==> src/rtl/sd_spi_responder_if.sv <==
// sd_spi_responder_if: SPI pin bundle between the SoC master and the SD card model
interface sd_spi_responder_if;
  logic spi_clk;
  logic spi_cs;
  logic spi_mosi;
  logic spi_miso;
  logic card_ready;
  logic [5:0] last_cmd;
  modport master(output spi_clk, spi_cs, spi_mosi, input spi_miso, card_ready, last_cmd);
  modport slave(input spi_clk, spi_cs, spi_mosi, output spi_miso, card_ready, last_cmd);
endinterface

==> src/rtl/sd_spi_responder.sv <==
// sd_spi_responder: SD-card SPI-mode model answering CMD0/8/55/ACMD41/17 with deterministic data
module sd_spi_responder #(
  parameter int RESP_DELAY = 1,
  parameter int INIT_POLLS = 2,
  parameter int READ_DELAY = 4,
  parameter int BLOCK_BYTES = 512
) (
  input logic CLK,
  input logic RESET,
  sd_spi_responder_if.slave bus
);
  typedef enum logic [3:0] {RX_WAIT, CMD, FILL, R1, R7, RDWAIT, TOKEN, DATA, CRC} state_t;
  localparam logic [15:0] RD = 16'(RESP_DELAY);
  localparam logic [15:0] RDL = 16'(READ_DELAY);
  localparam logic [15:0] BB = 16'(BLOCK_BYTES - 1);
  localparam logic [7:0] NP = 8'(INIT_POLLS);
  state_t state, state_n;
  logic [1:0] sck_s, cs_s, mosi_s;
  logic sck_d, miso, ready, app;
  logic [2:0] bit_cnt;
  logic [7:0] rx_shift, tx_shift, out_byte, r1, r1_n, rx_byte, polls, arg;
  logic [15:0] cnt;
  logic [5:0] idx, last;
  logic cs, rise, fall, byte_done, cmd_done, acmd41;
  assign cs = cs_s[1];
  assign rise = sck_s[1] & ~sck_d;
  assign fall = ~sck_s[1] & sck_d;
  assign byte_done = rise & ~cs & (bit_cnt == 3'd7);
  assign rx_byte = {rx_shift[6:0], mosi_s[1]};
  assign cmd_done = byte_done && state == CMD && cnt == 16'd5;
  assign acmd41 = idx == 6'd41 && app;
  assign r1_n = idx == 6'd0 ? 8'h01 :
                (idx == 6'd8 || idx == 6'd55) ? {7'b0, ~ready} :
                acmd41 ? {7'b0, polls < NP} :
                idx == 6'd17 ? (ready ? 8'h00 : 8'h05) :
                (ready ? 8'h04 : 8'h05);
  assign bus.spi_miso = miso;
  assign bus.card_ready = ready;
  assign bus.last_cmd = last;
  always_ff @(posedge CLK or posedge RESET)
    if (RESET) state <= RX_WAIT;
    else state <= state_n;
  always_comb begin
    state_n = state;
    out_byte = 8'hFF;
    case (state)
      R1: out_byte = r1;
      R7: out_byte = cnt == 16'd3 ? arg : cnt == 16'd2 ? 8'h01 : 8'h00;
      TOKEN: out_byte = 8'hFE;
      DATA: out_byte = arg + cnt[7:0];
      CRC: out_byte = 8'h00;
      default: out_byte = 8'hFF;
    endcase
    if (cs) state_n = RX_WAIT;
    else if (byte_done)
      case (state)
        RX_WAIT: state_n = rx_byte[7:6] == 2'b01 ? CMD : RX_WAIT;
        CMD: state_n = cnt != 16'd5 ? CMD : RESP_DELAY == 0 ? R1 : FILL;
        FILL: state_n = cnt == 16'd1 ? R1 : FILL;
        R1: state_n = idx == 6'd8 ? R7 : (idx == 6'd17 && r1 == 8'h00) ? (READ_DELAY == 0 ? TOKEN : RDWAIT) : RX_WAIT;
        R7: state_n = cnt == 16'd3 ? RX_WAIT : R7;
        RDWAIT: state_n = cnt == 16'd1 ? TOKEN : RDWAIT;
        TOKEN: state_n = DATA;
        DATA: state_n = cnt == BB ? CRC : DATA;
        CRC: state_n = cnt == 16'd1 ? RX_WAIT : CRC;
        default: state_n = RX_WAIT;
      endcase
  end
  // Shifter: MISO changes on SCK falling edges, a new byte is loaded when bit_cnt is 0
  always_ff @(posedge CLK or posedge RESET)
    if (RESET) begin
      sck_s <= 2'b00;
      cs_s <= 2'b11;
      mosi_s <= 2'b00;
      sck_d <= 1'b0;
      bit_cnt <= 3'd0;
      rx_shift <= 8'h00;
      tx_shift <= 8'hFF;
      miso <= 1'b1;
    end else begin
      sck_s <= {sck_s[0], bus.spi_clk};
      cs_s <= {cs_s[0], bus.spi_cs};
      mosi_s <= {mosi_s[0], bus.spi_mosi};
      sck_d <= sck_s[1];
      if (cs) begin
        bit_cnt <= 3'd0;
        tx_shift <= 8'hFF;
        miso <= 1'b1;
      end else begin
        if (rise) begin
          rx_shift <= rx_byte;
          bit_cnt <= bit_cnt + 3'd1;
        end
        if (fall) begin
          tx_shift <= bit_cnt == 3'd0 ? out_byte : {tx_shift[6:0], 1'b1};
          miso <= bit_cnt == 3'd0 ? out_byte[7] : tx_shift[6];
        end
      end
    end
  // cnt is reloaded on every state change; FILL/RDWAIT count down, the rest count up
  always_ff @(posedge CLK or posedge RESET)
    if (RESET) begin
      cnt <= 16'd0;
      arg <= 8'h00;
      idx <= 6'd0;
      r1 <= 8'hFF;
      last <= 6'd0;
      ready <= 1'b0;
      polls <= 8'h00;
      app <= 1'b0;
    end else if (byte_done) begin
      if (state_n != state)
        cnt <= state_n == CMD ? 16'd1 : state_n == FILL ? RD : state_n == RDWAIT ? RDL : 16'd0;
      else
        cnt <= (state == FILL || state == RDWAIT) ? cnt - 16'd1 : cnt + 16'd1;
      if (state == RX_WAIT) idx <= rx_byte[5:0];
      if (state == CMD && cnt == 16'd4) arg <= rx_byte;
      if (cmd_done) begin
        r1 <= r1_n;
        last <= idx;
        app <= idx == 6'd55;
        if (idx == 6'd0) begin
          ready <= 1'b0;
          polls <= 8'h00;
        end else if (acmd41) begin
          if (polls < NP) polls <= polls + 8'h01;
          else ready <= 1'b1;
        end
      end
    end
endmodule

==> src/flat_wrapper.sv <==
// flat-port wrapper written by rule: the top's interface ports become plain ports
module sd_spi_responder_flat 
#(
  parameter int RESP_DELAY = 1,
  parameter int INIT_POLLS = 2,
  parameter int READ_DELAY = 4,
  parameter int BLOCK_BYTES = 512
)
  (CLK, RESET, bus_spi_clk, bus_spi_cs, bus_spi_mosi, bus_spi_miso, bus_card_ready, bus_last_cmd);
  sd_spi_responder_if bus_i ();
  input logic CLK;
  input logic RESET;
  input wire logic [$bits(bus_i.spi_clk)-1:0] bus_spi_clk;
  input wire logic [$bits(bus_i.spi_cs)-1:0] bus_spi_cs;
  input wire logic [$bits(bus_i.spi_mosi)-1:0] bus_spi_mosi;
  output wire logic [$bits(bus_i.spi_miso)-1:0] bus_spi_miso;
  output wire logic [$bits(bus_i.card_ready)-1:0] bus_card_ready;
  output wire logic [$bits(bus_i.last_cmd)-1:0] bus_last_cmd;
  assign bus_i.spi_clk = bus_spi_clk;
  assign bus_i.spi_cs = bus_spi_cs;
  assign bus_i.spi_mosi = bus_spi_mosi;
  assign bus_spi_miso = bus_i.spi_miso;
  assign bus_card_ready = bus_i.card_ready;
  assign bus_last_cmd = bus_i.last_cmd;
  sd_spi_responder #(.RESP_DELAY(RESP_DELAY), .INIT_POLLS(INIT_POLLS), .READ_DELAY(READ_DELAY), .BLOCK_BYTES(BLOCK_BYTES)) u_core (.CLK(CLK), .RESET(RESET), .bus(bus_i));
endmodule
==> config.mk <==
export PLATFORM = sky130hd
export DESIGN_NAME = sd_spi_responder_flat
export DESIGN_NICKNAME = d
export VERILOG_FILES = /design/src/rtl/sd_spi_responder_if.sv /design/src/rtl/sd_spi_responder.sv /design/src/flat_wrapper.sv
export SDC_FILE = /design/constraint.sdc
export NUM_CORES = 1
export LEC_CHECK = 0
export CAP_MARGIN = 5
export CORE_ASPECT_RATIO = 0.8
export CORE_UTILIZATION = 40
export CTS_CLUSTER_DIAMETER = 60
export DETAILED_ROUTE_END_ITERATION = 10
export SLEW_MARGIN = 20
export SYNTH_ARGS = -nofsm -noshare
export SYNTH_HDL_FRONTEND = slang
export SYNTH_SLANG_ARGS = --single-unit
export TNS_END_PERCENT = 50
==> constraint.sdc <==
create_clock -name CLK -period 3.5 [get_ports CLK]
set_input_delay 0.7 -clock CLK [delete_from_list [all_inputs] [get_ports CLK]]
set_output_delay 0.7 -clock CLK [all_outputs]
set_load 0.05 [all_outputs]
==> reports/metrics.yaml, run 1 <==
dr_wl_met2_mm: 4.552
flip_flop_and_latch_count_after_synthesis: 78
met3_wirelength_um: 507
worst_path_max_delay_cell: "sky130_fd_sc_hd__dfrtp_1"
fin_tns_setup_ns: 0
std_cell_rows: 35
timing.critical_path.slowest_cell_delay_ns: 0.71
die_w_um: 124.0
critPathCaptureType: "flip-flop"
synth_enable_flop_cells: 0
synth_top_flop_cell: "sky130_fd_sc_hd__dfrtp_1"
timing.hold.ws_ns: 0.3525
first_iter_violations: 220
worst_ep_arrival_time_ns: 3.02
netlist-cell-type-count: 65
boundaryPins: 13
netlist.top_cell.by_area: "sky130_fd_sc_hd__dfrtp_1"
n_antenna_cell: 0
finalCritPeriodShare_pct: 79.05
synthMostInstantiatedCell: "sky130_fd_sc_hd__dfrtp_1"
timing.slew.headroom_pct: 51.94
vdd_ir_drop_max_uv: 289.7
hold_buffers_post_cts: 0
grt_first_pass_wirelength_mm: 18.21
finalWirelength_mm: 10.57
timing_worst_setup_path_type: "flip-flop to flip-flop"
fp.coreArea_um2: 11560
post_detailed_route_drc_marker_count: 0
cts_sinks: 78
critical_path_required_ns: 3.75
final-setup-viol-count: 0
area_delta_synth_final_pct: 10.91
clock_tree_from_tritoncts: "done"
ys_top_cells_by_area: "sky130_fd_sc_hd__dfrtp_1, sky130_fd_sc_hd__dfstp_2, sky130_fd_sc_hd__mux2_2"
final_cell_count_no_fill: 639
antenna_found_initial: 0
largest_fanout_on_the_critical_path: 20
layout-drive-gt1-share_pct: 18.13
dp_hpwl_mm: 7.553
timing.clock.skew_ns: 0.008842
worst_hold_path_type: "flip-flop to flip-flop"
clkTransAtPathRegs_ns: 0.07
detailed_place.area_um2: 4981
post-route-min-period_ns: 2.767
clkLatencyLatePin_ns: 0.35
finalMaxSlewViolations: 0
yosysWarnings: 0
clock_tree.root_cell: "sky130_fd_sc_hd__clkbuf_16"
syn_nets: 510
placed_cells_incl_taps: 623
finish.instance_area_um2: 5279
grtUsageTotal_pct: 19.28
asyncSetResetFlopFracSynth_pct: 100.0
post_drt_wl_per_cell_um: 16.54
cts_inserted_buffers: 9
synth-seq-area-share_pct: 41.35
grt_overflow_total: 0
routed_via_density: 5.800
post_synth.cell_area_avg_um2: 9.753
syn_area_um2: 4760
gpl.final_weighted_congestion: 0.9002
fp.dieArea_um2: 12340
via_count: 3706
rsz0062_at_grt: "false"
postCtsSetupRepairBufs: 0
cts.repair.resized: 0
grt_max_degree: 61
final_nets: 508
starting_density_of_the_core_pct: 41.17
netlist_instances: 488
die_h_um: 99.57
yosys-top-cells-count: "sky130_fd_sc_hd__dfrtp_1, sky130_fd_sc_hd__nor2_1, sky130_fd_sc_hd__a21oi_1, sky130_fd_sc_hd__mux2_2, sky130_fd_sc_hd__nand2_1"
drt_first_pass_iters: 5
place.port_buffers: 12
max_clock_freq_mhz: 361.4
startpoint_type: "flip-flop"
synth_top_area_share_pct: 34.17
cap_violations: 0
power.static_leakage_nw: 2.212
cts_htree_levels: 3
via_count_of_the_first_global_routing_pass: 3481
report.final.hold_viol_count: 0
critical_path.cell_chain: "nand2_1, nor2_1, buf_4, nand2b_1, o211a_1, a311oi_4, nand2_4, o221ai_1"
power_density_nw_per_um2: 381.8
worst_pin_slew_ns: 0.7209
topRoutingLayerUsed: "met4"
wl_met1_mm: 5.373
clockBufferDepth: 2
outcome: "completed"
design_power_total_mw: 2.015
postRouteAntennaNets: 0
==> stage by stage <==
| stage | utilization (%) | setup WS, ns |
|---|---|---|
| CTS | 45.65 | 0.7379 |
| global route | 45.66 | 0.4726 |
| global placement | 43.08 | 0.7784 |
| finish | 45.66 | 0.7331 |
| floorplan | - | 0.8265 |
| detailed placement | 43.08 | 0.7731 |
==> critical path: cells and delay by family, from the launching register on <==
| kind | cells | cell delay (ns) |
|---|---|---|
| buffers and inverters | 1 | 0.21 |
| AO/OA/AOI/OAI | 3 | 0.87 |
| flip-flops | 1 | 0.71 |
| AND/OR/NAND/NOR | 4 | 0.88 |
==> report_power, final <==
part	switching (mW)	total, mW	internal (mW)
sequential	0.0407	0.982	0.941
combinational	0.0528	0.105	0.0519
clock	0.424	0.928	0.504
==> final timing paths <==
path | from | to | slack (ns) | cells past startpoint
worst max-delay path | u_core.state[0]$_DFF_PP0_ | u_core.cnt[2]$_DFFE_PP0P_ | 0.73 | 8
worst min-delay path | u_core.sck_s[0]$_DFF_PP0_ | u_core.sck_s[1]$_DFF_PP0_ | 0.35 | 0
worst max register to register | u_core.state[0]$_DFF_PP0_ | u_core.cnt[2]$_DFFE_PP0P_ | 0.73 | 8
worst min register to register | u_core.sck_s[0]$_DFF_PP0_ | u_core.sck_s[1]$_DFF_PP0_ | 0.35 | 0
max in group asynchronous | RESET | u_core.cnt[8]$_DFFE_PP0P_ | 1.98 | 3
min in group asynchronous | RESET | u_core.rx_shift[4]$_DFFE_PP0P_ | 0.83 | 2
==> state kept, by name, summed over array words and instances, names as in the netlist <==
signal and flops:
u_core.r1 3, u_core.arg 8, u_core.bus.card_ready 1, u_core.rx_shift 7
u_core.cnt 16, u_core.bus.spi_miso 1, u_core.app 1, u_core.sck_s 2
u_core.cs_s 2, u_core.polls 8, u_core.idx 6, u_core.sck_d 1
u_core.bus.last_cmd 6, u_core.bit_cnt 3, u_core.mosi_s 2, u_core.tx_shift 7
u_core.state 4
==> logic make-up after synthesis <==
logic type	after synthesis	synth area share, %
DFF	78	41.35
muxes	33	7.755
xor gates and xnor gates	21	3.864
adders and majority gates	17	4.627
AOI/OAI and AO/OA	114	16.93
and+or+nand+nor	184	21.63
buffers and inverters	41	3.838
==> area by class of cell <==
type / instances / area (um2)
tap: 148 / 185.2
clock inverter: 7 / 71.32
multi-input combinational: 369 / 2624
inverter: 10 / 40.04
fill: 1102 / 6282
timing repair buffer: 18 / 165.2
clock buffer: 9 / 225.2
sequential: 78 / 1968
==> routing by layer <==
| layer | vias up | global-route usage (%) |
|---|---|---|
| met5 | - | 0 |
| li1 | 1796 | - |
| met4 | 0 | 5.952 |
| met2 | 97 | 26.67 |
| met1 | 1798 | 29.39 |
| met3 | 15 | 4.472 |
==> placed cells by master (no fill, tap or decap), drive strengths merged, types with 5 or more instances in the layout <==
| master | n |
|---|---|
| dfrtp | 65 |
| nor2 | 45 |
| a21oi | 42 |
| mux2 | 28 |
| nand2 | 28 |
| nor3 | 17 |
| xnor2 | 16 |
| ha | 16 |
| inv | 16 |
| o21ai | 14 |
| dfstp | 13 |
| nand3 | 12 |
| clkdlybuf4s50 | 12 |
| a31oi | 11 |
| or3 | 11 |
| nor4 | 10 |
| nand2b | 9 |
| clkbuf | 9 |
| nor2b | 7 |
| and3 | 7 |
| nand3b | 7 |
| and2 | 7 |
| nand4 | 6 |
| buf | 6 |
| o22ai | 6 |
| xor2 | 5 |
| o22a | 5 |
| mux2i | 5 |
| a221oi | 5 |
Power figures use the tool's default switching activity.
==> run 2, diff against run 1 <==
==> constraint.sdc (replaced) <==
create_clock -name CLK -period 2.4 [get_ports CLK]
set_input_delay 0.48 -clock CLK [delete_from_list [all_inputs] [get_ports CLK]]
set_output_delay 0.48 -clock CLK [all_outputs]
set_load 0.05 [all_outputs]
==> reports/metrics.yaml, run 2 (synthesis gave the netlist of run 1 again) <==
grt_overflow_total: 0
hold_buffers_post_cts: 0
largest_register_ffs: 16
cts_htree_levels: 3
layout-drive-gt1-share_pct: 32.55
r2r.worst_path.cells: 11
place.port_buffers: 12
timing.clock.skew_ns: 0.007666
critPathCaptureType: "flip-flop"
fin_tns_setup_ns: 0
worst_path_max_delay_cell: "sky130_fd_sc_hd__dfrtp_2"
vdd_ir_drop_max_uv: 471.1
via_count_of_the_first_global_routing_pass: 3869
fp.coreArea_um2: 11560
clock_tree_from_tritoncts: "done"
grt_max_degree: 29
max_clock_freq_mhz: 427.9
worstPathBufferInverterCount: 3
layout_common_cells: "sky130_fd_sc_hd__buf_4, sky130_fd_sc_hd__dfrtp_1, sky130_fd_sc_hd__nor2_1"
startpoint_type: "flip-flop"
cts_sinks: 78
gpl.final_weighted_congestion: 0.9274
clkTransAtPathRegs_ns: 0.07
critical_path.cell_chain: "ha_4, and4_1, and4_4, buf_4, a22oi_2, o22ai_2, a311oi_4, buf_6, buf_4, a31oi_2, o221ai_1"
worst_ep_arrival_time_ns: 2.59
report.final.hold_viol_count: 0
crit_family: "compound AO/OA/AOI/OAI gates"
design_power_total_mw: 2.992
clkLatencyLatePin_ns: 0.34
grtUsageTotal_pct: 20.62
n_antenna_cell: 0
dp_hpwl_mm: 8.613
final_nets: 573
worstHoldPathCells: 0
area_delta_synth_final_pct: 26.03
postRouteAntennaNets: 0
final-setup-viol-count: 0
timing.slew.headroom_pct: 60.41
worst_pin_slew_ns: 0.5917
finalMaxSlewViolations: 0
boundaryPins: 13
finalWirelength_mm: 11.91
cap_violations: 0
reg_top3: "u_core.cnt: 16 flops, u_core.arg: 8 flops, u_core.polls: 8 flops"
die_w_um: 124.0
finish.instance_area_um2: 5998
first_iter_violations: 268
drt_first_pass_iters: 7
worst_hold_path_type: "flip-flop to flip-flop"
clockBufferDepth: 2
timing_worst_setup_path_type: "flip-flop to flip-flop"
die_h_um: 99.57
largest_fanout_on_the_critical_path: 6
finalCritPeriodShare_pct: 97.38
rsz0062_at_grt: "true"
post-route-min-period_ns: 2.337
power_density_nw_per_um2: 498.8
grt_first_pass_wirelength_mm: 19.78
worstSetupPathDepth: 11
detailed_place.area_um2: 5477
timing.critical_path.slowest_cell_delay_ns: 0.46
worst_path_most_repeated_cell: "sky130_fd_sc_hd__buf_4"
antenna_found_initial: 0
std_cell_rows: 35
routed_via_density: 5.723
power.static_leakage_nw: 2.621
outcome: "completed"
cts_inserted_buffers: 9
starting_density_of_the_core_pct: 41.17
post_drt_wl_per_cell_um: 16.92
fp.dieArea_um2: 12340
clock_tree.root_cell: "sky130_fd_sc_hd__clkbuf_16"
critical_path_required_ns: 2.66
top_register_by_number_of_flip_flops: "u_core.cnt"
via_count: 4029
post_detailed_route_drc_marker_count: 0
==> run 2: changes by cell type in the layout (fill, tap and decap cells not counted), moves of 3 or more <==
cell and change:
sky130_fd_sc_hd__buf_6 +4, sky130_fd_sc_hd__dfrtp_1 -4, sky130_fd_sc_hd__buf_4 +55, sky130_fd_sc_hd__nor3_1 -3
sky130_fd_sc_hd__nor3_2 +3, sky130_fd_sc_hd__a21oi_1 -4, sky130_fd_sc_hd__buf_12 +5, sky130_fd_sc_hd__dfrtp_2 +4
sky130_fd_sc_hd__a21oi_2 +4
==> run 2: report_power, final <==
part,switching (mW),internal (mW),total [mW]
sequential,0.0565,1.37,1.43
clock,0.652,0.738,1.39
combinational,0.0844,0.0884,0.173
==> run 2: final cells by class <==
class                   count  area (um2)
clock buffers               9       225.2
clock inverters             7       73.82
fillers                  1060        5563
inverters                  10       41.29
multi-input cells         370        2776
flip-flops and latches     78        1973
well taps                 148       185.2
repair buffers             82       723.2
==> run 2: layer usage <==
layer | global-route usage (%) | up-vias | wire length (um)
li1 | - | 1920 | -
met1 | 30.57 | 1928 | 5764
met2 | 29.83 | 155 | 5218
met3 | 4.759 | 26 | 732
met4 | 5.678 | 0 | 194
met5 | 0 | - | 0
==> run 2: path summary, 6_finish.rpt <==
check                                           start  slack [ns]                         end
setup / recovery            u_core.cnt[0]$_DFFE_PP0P_        0.06   u_core.cnt[2]$_DFFE_PP0P_
hold / removal             u_core.mosi_s[0]$_DFF_PP0_        0.35  u_core.mosi_s[1]$_DFF_PP0_
setup reg to reg            u_core.cnt[0]$_DFFE_PP0P_        0.06   u_core.cnt[2]$_DFFE_PP0P_
hold reg to reg            u_core.mosi_s[0]$_DFF_PP0_        0.35  u_core.mosi_s[1]$_DFF_PP0_
max in group asynchronous                       RESET        1.31    u_core.cs_s[1]$_DFF_PP1_
min in group asynchronous                       RESET        0.51  u_core.mosi_s[0]$_DFF_PP0_
==> run 2: what timing repair did <==
action                                  CTS  global route
setup buffers                             2             3
gates cloned                              1             0
gates resized for setup                   5            33
endpoints found under the setup margin   15            29
pin swaps                                 2            14
==> run 2: stage by stage <==
stage / util, % / instances / hold slack, ns / setup slack [ns]
floorplan: - / 488 / 0.3312 / 0.06909
global placement: 47.37 / 682 / 0.3333 / -0.03236
detailed placement: 47.37 / 682 / 0.3347 / -0.1252
CTS: 50.34 / 701 / 0.3505 / 0.006884
global route: 51.88 / 704 / 0.3546 / -0.04721
finish: 51.88 / 704 / 0.3492 / 0.06299
==> run 2: worst register-to-register path, stage by stage, from the launching register on <==
cell	delay [ns]
sky130_fd_sc_hd__dfrtp_2	0.46
sky130_fd_sc_hd__ha_4	0.19
sky130_fd_sc_hd__and4_1	0.22
sky130_fd_sc_hd__and4_4	0.19
sky130_fd_sc_hd__buf_4	0.13
sky130_fd_sc_hd__a22oi_2	0.16
sky130_fd_sc_hd__o22ai_2	0.10
sky130_fd_sc_hd__a311oi_4	0.22
sky130_fd_sc_hd__buf_6	0.18
sky130_fd_sc_hd__buf_4	0.13
sky130_fd_sc_hd__a31oi_2	0.08
sky130_fd_sc_hd__o221ai_1	0.20
